## src/rtl/riscv_mmio_pkg.sv

```systemverilog
// Shared definitions for the memory-mapped peripherals on the RV32I data port:
// register offsets, UART status bit positions and transmitter state encoding.
package riscv_mmio_pkg;

    localparam logic UART_TXDATA_OFF = 1'b0;
    localparam logic UART_STATUS_OFF = 1'b1;

    localparam int UART_STATUS_BUSY      = 0;
    localparam int UART_STATUS_FULL      = 1;
    localparam int UART_STATUS_EMPTY     = 2;
    localparam int UART_STATUS_OVERFLOW  = 3;
    localparam int UART_STATUS_COUNT_LSB = 4;
    localparam int UART_STATUS_COUNT_MSB = 6;

    localparam int UART_DEFAULT_CLKS_PER_BIT = 16;

    typedef enum logic [1:0] {
        UART_IDLE  = 2'd0,
        UART_START = 2'd1,
        UART_DATA  = 2'd2,
        UART_STOP  = 2'd3
    } uart_state_e;

endpackage

```

## src/rtl/sync_fifo.sv

```systemverilog
// Single-clock FIFO with show-ahead read data. A push into a full FIFO is
// still accepted when a pop happens on the same edge.
module sync_fifo #(
    parameter int WIDTH = 8,
    parameter int DEPTH = 4
) (
    input  logic                     clk,
    input  logic                     reset,
    input  logic                     push,
    input  logic                     pop,
    input  logic [WIDTH-1:0]         din,
    output logic [WIDTH-1:0]         dout,
    output logic                     full,
    output logic                     empty,
    output logic [$clog2(DEPTH):0]   count
);

    localparam int AW = $clog2(DEPTH);
    localparam int CW = AW + 1;

    logic [WIDTH-1:0] mem [DEPTH];
    logic [AW-1:0]    wr_ptr;
    logic [AW-1:0]    rd_ptr;
    logic             wr_en;
    logic             rd_en;

    assign full  = (count == CW'(DEPTH));
    assign empty = (count == '0);
    assign rd_en = pop && !empty;
    assign wr_en = push && (!full || rd_en);
    assign dout  = mem[rd_ptr];

    always_ff @(posedge clk) begin
        if (wr_en) begin
            mem[wr_ptr] <= din;
        end
    end

    always_ff @(posedge clk) begin
        if (reset) begin
            wr_ptr <= '0;
            rd_ptr <= '0;
            count  <= '0;
        end else begin
            if (wr_en) begin
                wr_ptr <= wr_ptr + AW'(1);
            end
            if (rd_en) begin
                rd_ptr <= rd_ptr + AW'(1);
            end
            case ({wr_en, rd_en})
                2'b10:   count <= count + CW'(1);
                2'b01:   count <= count - CW'(1);
                default: count <= count;
            endcase
        end
    end

endmodule

```

## src/rtl/uart_tx_mmio.sv

```systemverilog
// 8N1 UART transmitter on the core data port: stores to TXDATA queue bytes,
// loads from STATUS report busy/full/empty/overflow/count.
//   state | meaning
//   IDLE  | line high, pop next byte when FIFO non-empty
//   START | start bit (low)
//   DATA  | 8 data bits, LSB first
//   STOP  | stop bit (high)
module uart_tx_mmio
    import riscv_mmio_pkg::*;
#(
    parameter logic [31:0] BASE_ADDR    = 32'h8000_0000,
    parameter int          CLKS_PER_BIT = UART_DEFAULT_CLKS_PER_BIT,
    parameter int          FIFO_DEPTH   = 4
) (
    input  logic        clk,
    input  logic        reset,
    input  logic        MemWriteM,
    input  logic [31:0] DataAdrM,
    input  logic [31:0] WriteDataM,
    output logic        SelM,
    output logic [31:0] ReadData,
    output logic        tx
);

    localparam int BAUD_W = (CLKS_PER_BIT > 1) ? $clog2(CLKS_PER_BIT) : 1;
    localparam int CNT_W  = $clog2(FIFO_DEPTH) + 1;
    localparam logic [BAUD_W-1:0] BAUD_LAST = BAUD_W'(CLKS_PER_BIT - 1);

    uart_state_e        state_q, state_d;
    logic [BAUD_W-1:0]  baud_q, baud_d;
    logic [2:0]         bit_q, bit_d;
    logic [7:0]         shift_q, shift_d;
    logic               tx_d;
    logic               overflow_q;

    logic               wr_txdata;
    logic               wr_status;
    logic               overflow_set;
    logic               fifo_pop;
    logic               fifo_full;
    logic               fifo_empty;
    logic [7:0]         fifo_dout;
    logic [CNT_W-1:0]   fifo_count;
    logic [31:0]        status;
    logic               unused_bits;

    assign SelM         = (DataAdrM[31:3] == BASE_ADDR[31:3]);
    assign wr_txdata    = MemWriteM && SelM && (DataAdrM[2] == UART_TXDATA_OFF);
    assign wr_status    = MemWriteM && SelM && (DataAdrM[2] == UART_STATUS_OFF);
    assign overflow_set = wr_txdata && fifo_full && !fifo_pop;
    assign unused_bits  = ^{DataAdrM[1:0], WriteDataM[31:8]};

    sync_fifo #(
        .WIDTH (8),
        .DEPTH (FIFO_DEPTH)
    ) u_fifo (
        .clk   (clk),
        .reset (reset),
        .push  (wr_txdata),
        .pop   (fifo_pop),
        .din   (WriteDataM[7:0]),
        .dout  (fifo_dout),
        .full  (fifo_full),
        .empty (fifo_empty),
        .count (fifo_count)
    );

    always_comb begin
        state_d  = state_q;
        baud_d   = baud_q + BAUD_W'(1);
        bit_d    = bit_q;
        shift_d  = shift_q;
        fifo_pop = 1'b0;
        case (state_q)
            UART_IDLE: begin
                baud_d = '0;
                if (!fifo_empty) begin
                    fifo_pop = 1'b1;
                    shift_d  = fifo_dout;
                    bit_d    = '0;
                    state_d  = UART_START;
                end
            end
            UART_START: begin
                if (baud_q == BAUD_LAST) begin
                    baud_d  = '0;
                    state_d = UART_DATA;
                end
            end
            UART_DATA: begin
                if (baud_q == BAUD_LAST) begin
                    baud_d  = '0;
                    shift_d = {1'b0, shift_q[7:1]};
                    if (bit_q == 3'd7) begin
                        state_d = UART_STOP;
                    end else begin
                        bit_d = bit_q + 3'd1;
                    end
                end
            end
            UART_STOP: begin
                if (baud_q == BAUD_LAST) begin
                    baud_d  = '0;
                    state_d = UART_IDLE;
                end
            end
            default: state_d = UART_IDLE;
        endcase

        // tx is registered from the next state so the line moves on the same edge as the FSM
        case (state_d)
            UART_START: tx_d = 1'b0;
            UART_DATA:  tx_d = shift_d[0];
            default:    tx_d = 1'b1;
        endcase
    end

    always_ff @(posedge clk) begin
        if (reset) begin
            state_q    <= UART_IDLE;
            baud_q     <= '0;
            bit_q      <= '0;
            shift_q    <= '0;
            tx         <= 1'b1;
            overflow_q <= 1'b0;
        end else begin
            state_q <= state_d;
            baud_q  <= baud_d;
            bit_q   <= bit_d;
            shift_q <= shift_d;
            tx      <= tx_d;
            if (overflow_set) begin
                overflow_q <= 1'b1;
            end else if (wr_status && WriteDataM[UART_STATUS_OVERFLOW]) begin
                overflow_q <= 1'b0;
            end
        end
    end

    always_comb begin
        status = '0;
        status[UART_STATUS_BUSY]     = (state_q != UART_IDLE) || !fifo_empty;
        status[UART_STATUS_FULL]     = fifo_full;
        status[UART_STATUS_EMPTY]    = fifo_empty;
        status[UART_STATUS_OVERFLOW] = overflow_q;
        status[UART_STATUS_COUNT_MSB:UART_STATUS_COUNT_LSB] = 3'(fifo_count);

        ReadData = '0;
        if (SelM && (DataAdrM[2] == UART_STATUS_OFF)) begin
            ReadData = status;
        end
    end

endmodule

```

## config.mk

```make
export PLATFORM = sky130hd
export DESIGN_NAME = uart_tx_mmio
export DESIGN_NICKNAME = d
export VERILOG_FILES = /design/src/rtl/riscv_mmio_pkg.sv /design/src/rtl/sync_fifo.sv /design/src/rtl/uart_tx_mmio.sv
export SDC_FILE = /design/constraint.sdc
export NUM_CORES = 1
export LEC_CHECK = 0
export ABC_AREA = 0
export CORE_UTILIZATION = 50
export CTS_BUF_LIST = sky130_fd_sc_hd__clkbuf_8
export DETAILED_ROUTE_END_ITERATION = 10
export PLACE_DENSITY = 0.95
export SETUP_SLACK_MARGIN = 0.5
export SLEW_MARGIN = 5
export SYNTH_ARGS = -nofsm -noshare
export SYNTH_HDL_FRONTEND = slang
export SYNTH_SLANG_ARGS = --single-unit
export TNS_END_PERCENT = 10
```

## constraint.sdc

```tcl
create_clock -name clk -period 4.2 [get_ports clk]
set_input_delay 0.63 -clock clk [delete_from_list [all_inputs] [get_ports clk]]
set_output_delay 0.63 -clock clk [all_outputs]
set_load 0.02 [all_outputs]
```

Word-level counts from Yosys, hierarchy flattened
Memory sizes are Yosys's and may differ from the RTL's. A register that Yosys moved wholly into a read port is not among the register bits.
Cells that the tools add are included.
Storage, ports and cells
  register bits after elaboration: 26
  memory bits (writable): 32
  input bits: 67
  output and inout port bits: 34
  logic and storage cells: 81
  memories kept: 1
Operators by class
  add/subtract/negate cells: 6
  eq/ne operators: 14
  multiplexer cells: 26
  bitwise logic cells: 1
  reductions and logical operators: 23
Memory list
  u_fifo.mem: depth 4, width 8, rd ports 1, clocked after Yosys merged registers in 1, write ports 1, line sync_fifo.sv:21  | logic [WIDTH-1:0] mem [DEPTH];
Operators with widths (count)
  equality test 29 bit (second input constant): 1
  two-way mux 8 bit: 2
  case mux 8 bit (2 select lines): 1
  two-way mux 2 bit: 7
  case mux 3 bit (2 select lines): 2
  logical AND 1 bit: 9
  two-way mux 3 bit: 3
  equality test 2 bit (second input constant): 4
  case mux 2 bit (4 select lines): 1
  case mux 4 bit (2 select lines): 1
  nonzero test 2 bit: 4
  two-way mux 7 bit: 1
  adder 3 x 1 -> 3 bit (second input constant): 2
  equality test 2 x 1 -> 1 bit (second input constant): 3
  equality test 3 bit (second input constant): 2
  two-way mux 1 bit: 6
  inequality test 2 bit (second input constant): 3
  adder 2 x 1 -> 2 bit (second input constant): 2
  adder 4 x 1 -> 4 bit (second input constant): 1
  equality test 4 bit (second input constant): 1
  two-way mux 4 bit: 1
  AND reduction 4 bit: 1
  zero test 1 bit: 3
  zero test 3 bit: 1
  7 further kinds: 8

Logic depth before layout (Yosys ltp)
  depth after elaboration: 8
  gate-level depth with buffers: 11
  gate-level depth less buffers: 10

Modules after synthesis
A second synthesis with hierarchy kept.
Second synthesis, totals
  cell total of the unflattened synthesis: 240
  area total of the unflattened synthesis: 2836.5 um^2
Modules (own cells, without submodules)
  sync_fifo: instances 1, cells each 96, area each 1645.3 um^2, sequential area each 1141.1 um^2
  uart_tx_mmio: instances 1, cells each 144, area each 1191.1 um^2, sequential area each 380.4 um^2

Worst setup path after synthesis
Ideal clock, no wire load.
  path type: input to register
  start point: input port DataAdrM[3]
  end point: register u_fifo.count[2]
  library setup time: 71 ps
  arrival: 2564 ps
  slack: 1566 ps
  cell stages on the path: 10
  path buffers: 0
  path through: nor4_2 > nand4_2 > nor4_2 > inv_1 > ha_1 > inv_1 > fa_1 > xor2_1 > or3_1 > a21oi_1
On the way
  word-level cells in the longest chain between the ends: 6
  elaborated cells on any way between the ends: 8
  classes of those cells: 3 x eq/ne; 1 x mux; 4 x reduce/logical
Ends and longest elaborated chain
  start: declaration: line uart_tx_mmio.sv:18  | input logic [31:0] DataAdrM,
  equality test 29 bit *: line uart_tx_mmio.sv:47  | assign SelM = (DataAdrM[31:3] == BASE_ADDR[31:3]);
  logical AND 1 bit * (2 in series): line uart_tx_mmio.sv:48  | assign wr_txdata = MemWriteM && SelM && (DataAdrM[2] == UART_TXDATA_OFF);
  logical AND 1 bit *: line sync_fifo.sv:30  | assign wr_en = push && (!full || rd_en);
  equality test 2 x 1 -> 1 bit or equality test 2 bit (tied branches): line sync_fifo.sv:51  | case ({wr_en, rd_en})
  case mux 3 bit (2 select lines) or nonzero test 2 bit (tied branches)
  end signal: assignment: line sync_fifo.sv:52  | 2'b10: count <= count + CW'(1);
  end signal: assignment: line sync_fifo.sv:53  | 2'b01: count <= count - CW'(1);
  end signal: assignment: line sync_fifo.sv:54  | default: count <= count;
  end: declaration: line sync_fifo.sv:15  | output logic [$clog2(DEPTH):0] count
Mark *: on every way between the ends. The rest lies on a longest branch, timed or not.
A chain may end at the register's enable or synchronous reset.

Worst setup path after layout
  start point: input port DataAdrM[3]
  end point: output port ReadData[0]
On the way
  word-level cells in the longest chain between the ends: 3
Ends and longest elaborated chain
  equality test 29 bit: line uart_tx_mmio.sv:47
  logical AND 1 bit: line uart_tx_mmio.sv:149  | if (SelM && (DataAdrM[2] == UART_STATUS_OFF)) begin
  two-way mux 7 bit: line uart_tx_mmio.sv:149
  end: declaration: line uart_tx_mmio.sv:21  | output logic [31:0] ReadData,
No other way between the ends.

==> flow_summary_export.csv <==
group,metric,value,unit
outcome,status,"completed",
logic_synthesis,yosysUniqueCellTypes,47,
worst_setup_path,cp_slowest_cell,"clkdlybuf4s50_1",
worst_hold_path,hold_class,"flip-flop to flip-flop",
timing,hold_viol,0,
worst_hold_path,whs_endpoint,"baud_q[0]",
timing,worst_hold_slack,451,ps
timing,period_share,82.2,%
worst_setup_path,required,3570,ps
logic_synthesis,ys_ff_latch,60,
grt,grt_pass1_vias,1939,
logic_synthesis,synth_edf_count,32,
timing,max_freq,0.290,GHz
layout,n_antenna_cell,0,
logic_synthesis,syn_area,2910,um2
layout,seq_area,1520,um2
placement,dpl.hpwl,4020,um
routing,dr.pass1.iters,5,
layout,area_delta_synth_final,22.3,%
grt,antenna_found_initial,0,
routing,vias_per_cell,5.27,
worst_hold_path,hold_depth,1,
layout,multi_input_area,1220,um2
floorplanning,initial_core_util,52.3,%
power,ir_drop,0.411,mV
worst_setup_path,startpoint_type,"primary input",
floorplanning,die_h,78.3,um
floorplanning,die_x,78.3,um
logic_synthesis,synth.yosys.seq_area_share,52.2,%
floorplanning,dieArea,6140,um2
logic_synthesis,yosysWarnings,0,
timing,slew_headroom,38.6,%
clock_network,clock_sinks,60,
power,power.density,339,nW/um2
worst_setup_path,cp_max_fo,8,
timing,skew,7.61,ps
worst_setup_path,crit_top_cell,"clkdlybuf4s50_1",
logic_synthesis,netlist_instances,242,
layout,mostFrequentLayoutCell,"clkdlybuf4s50_1",
worst_setup_path,cp-end-kind,"output port",
floorplanning,rows,27,
worst_setup_path,worst_r2r_path_depth,10,
grt,grt_max_degree,25,
routing,drt-initial-drc-count,139,
grt,grt_pass1_wl,8940,um
worst_hold_path,hp-start,"baud_q[0]",
routing,drc,0,
layout,mostFrequentLayoutCells,"49 x clkdlybuf4s50_1, 32 x edfxtp_1, 28 x dfxtp_1",
layout,fin_nets,370,
layout,nFillCells,405,
power,p_leak,1.22,nW
routing,wl,5440,um
floorplanning,ios,101,
grt,grt_util_all_layers,19.3,%
logic_synthesis,synthTopCellsByArea,"edfxtp_1 33%, dfxtp_1 19%, buf_4 6.4%, mux4_2 6.2%, ha_1 3.4%",
clock_network,insertion_delay,340,ps
clock_network,numCtsBuffers,9,
logic_synthesis,yosysTopAreaCellShare,33.0,%
timing,tightest_slew,919,ps
logic_synthesis,syn_area_per_cell,12.0,um2
timing,setup_violations,0,
clock_network,postCtsSetupRepairBufs,0,
placement,io_buffers,49,
placement,globalplace.congestion,0.732,
clock_network,clockBufferDepth,2,
routing,avgRoutedWirePerCell,14.7,um
routing,ant_nets,0,
clock_network,cts_tree,"built",
timing,final_max_slew_viol_count,0,
timing,rsz0062_at_grt,"false",
worst_setup_path,max_stage_delay,620,ps
timing,tns,0,ps
clock_network,ctsResizeCount,0,
clock_network,clockRootBuffer,"clkbuf_8",
timing,finalWorstPathRequiredPeriod,3450,ps
worst_setup_path,crit_type,"primary input to output port",
worst_setup_path,worstPathCellList,"clkdlybuf4s50_1 > nor4_2 > nand4_2 > nor3_1 > a21boi_0 > clkdlybuf4s50_1",
floorplanning,core,5570,um2
clock_network,holdBufCountCts,0,
logic_synthesis,synth_ff_type,"edfxtp_1",
worst_setup_path,regToRegStartpoint,"u_fifo.count[2]",
worst_setup_path,arrival,2820,ps
clock_network,clk_pin_slew_worst_paths,70,ps
logic_synthesis,async_reset_ff_share,0,%
layout,drive_above_1_share,12.7,%
worst_setup_path,r2r_slack,1370,ps
routing,vias,1954,
logic_synthesis,yosys.area.top_type,"edfxtp_1",
grt,grt-ovfl-total,0,
run,maxCapViolCount,0,
worst_setup_path,r2r-end,"u_fifo.count[2]",
clock_network,htree_levels,3,
report_power, final:
part	switching, mW	leakage (nW)	internal, mW
Clock	0.239	0.0958	0.276
Combinational	0.0411	0.612	0.0367
Sequential	0.00000000361	0.513	0.616
Total	0.280	1.22	0.929
through the flow:
step	area (um2)	utilization [%]	setup slack [ps]	std cells	total power [mW]
2_1_floorplan	3000	-	1570	266	0.676
3_3_place_gp	3360	60.3	823	355	0.704
3_5_place_dp	3360	60.3	708	355	0.707
4_1_cts	3560	63.9	727	371	1.22
5_1_grt	3560	63.9	593	371	1.25
6_report	3560	63.9	746	371	1.21
worst max path at each step:
stage | startpoint | end | cells after the start
after floorplan | DataAdrM[3] | u_fifo.count[2] | 10
after detailed placement | DataAdrM[3] | u_fifo.count[2] | 11
after global placement | DataAdrM[3] | ReadData[0] | 6
after CTS | DataAdrM[3] | ReadData[0] | 6
final | DataAdrM[3] | ReadData[0] | 6
after global routing | DataAdrM[3] | ReadData[0] | 6
registers in the layout, summed over array words and instances, names as in the netlist, named ones only:
signal,count
bit_q,3
overflow_q,1
u_fifo.wr_ptr,2
u_fifo.rd_ptr,2
u_fifo.mem,32
u_fifo.count,3
baud_q,4
shift_q,8
tx,1
state_q,2
cell usage after synthesis (all sizes together) (2+ instances only):
library cell	n
inv	10
and2	8
mux2i	2
nor2	16
mux4	8
nand4	4
xor2	5
o21ai	5
or3	3
nor3	7
nor4	10
edfxtp	32
nand2	13
buf	29
nand3	3
ha	8
dfxtp	28
a22oi	9
nand4b	2
nor2b	3
clkbuf	4
xnor2	2
a21oi	16
routing by layer:
layer / vias up / wire length [um] / GRT usage, %
li1: 940 / - / -
met1: 955 / 2210 / 22.1
met2: 55 / 3000 / 33.9
met3: 4 / 193 / 4.77
met4: 0 / 34 / 8.52
met5: - / 0 / 0
worst max-delay path: cells and delay by family:
| family | cells | cell delay, ps |
|---|---|---|
| AOI/OAI and AO/OA | 1 | 210 |
| buffers and inverters | 2 | 1030 |
| and+or+nand+nor | 3 | 950 |
final cells by class:
type | count | area share, %
multi-input cells | 163 | 34.1
repair buffers | 50 | 14.0
inverters | 10 | 1.05
flip-flops and latches | 60 | 42.7
clock inverters | 7 | 2.14
clock buffers | 9 | 3.48
well taps | 72 | 2.53
kinds of logic after synthesis:
kind of cell	after synthesis	share of synthesized area (%)
muxes	11	7.26
AOI/OAI and AO/OA	36	7.77
xor gates and xnor gates	7	2.10
buffers and inverters	43	9.15
DFF	60	52.2
other	1	0.129
and+or+nand+nor	75	17.3
adders and majority gates	9	4.12
Note: power is estimated with default switching activity, not from simulation.
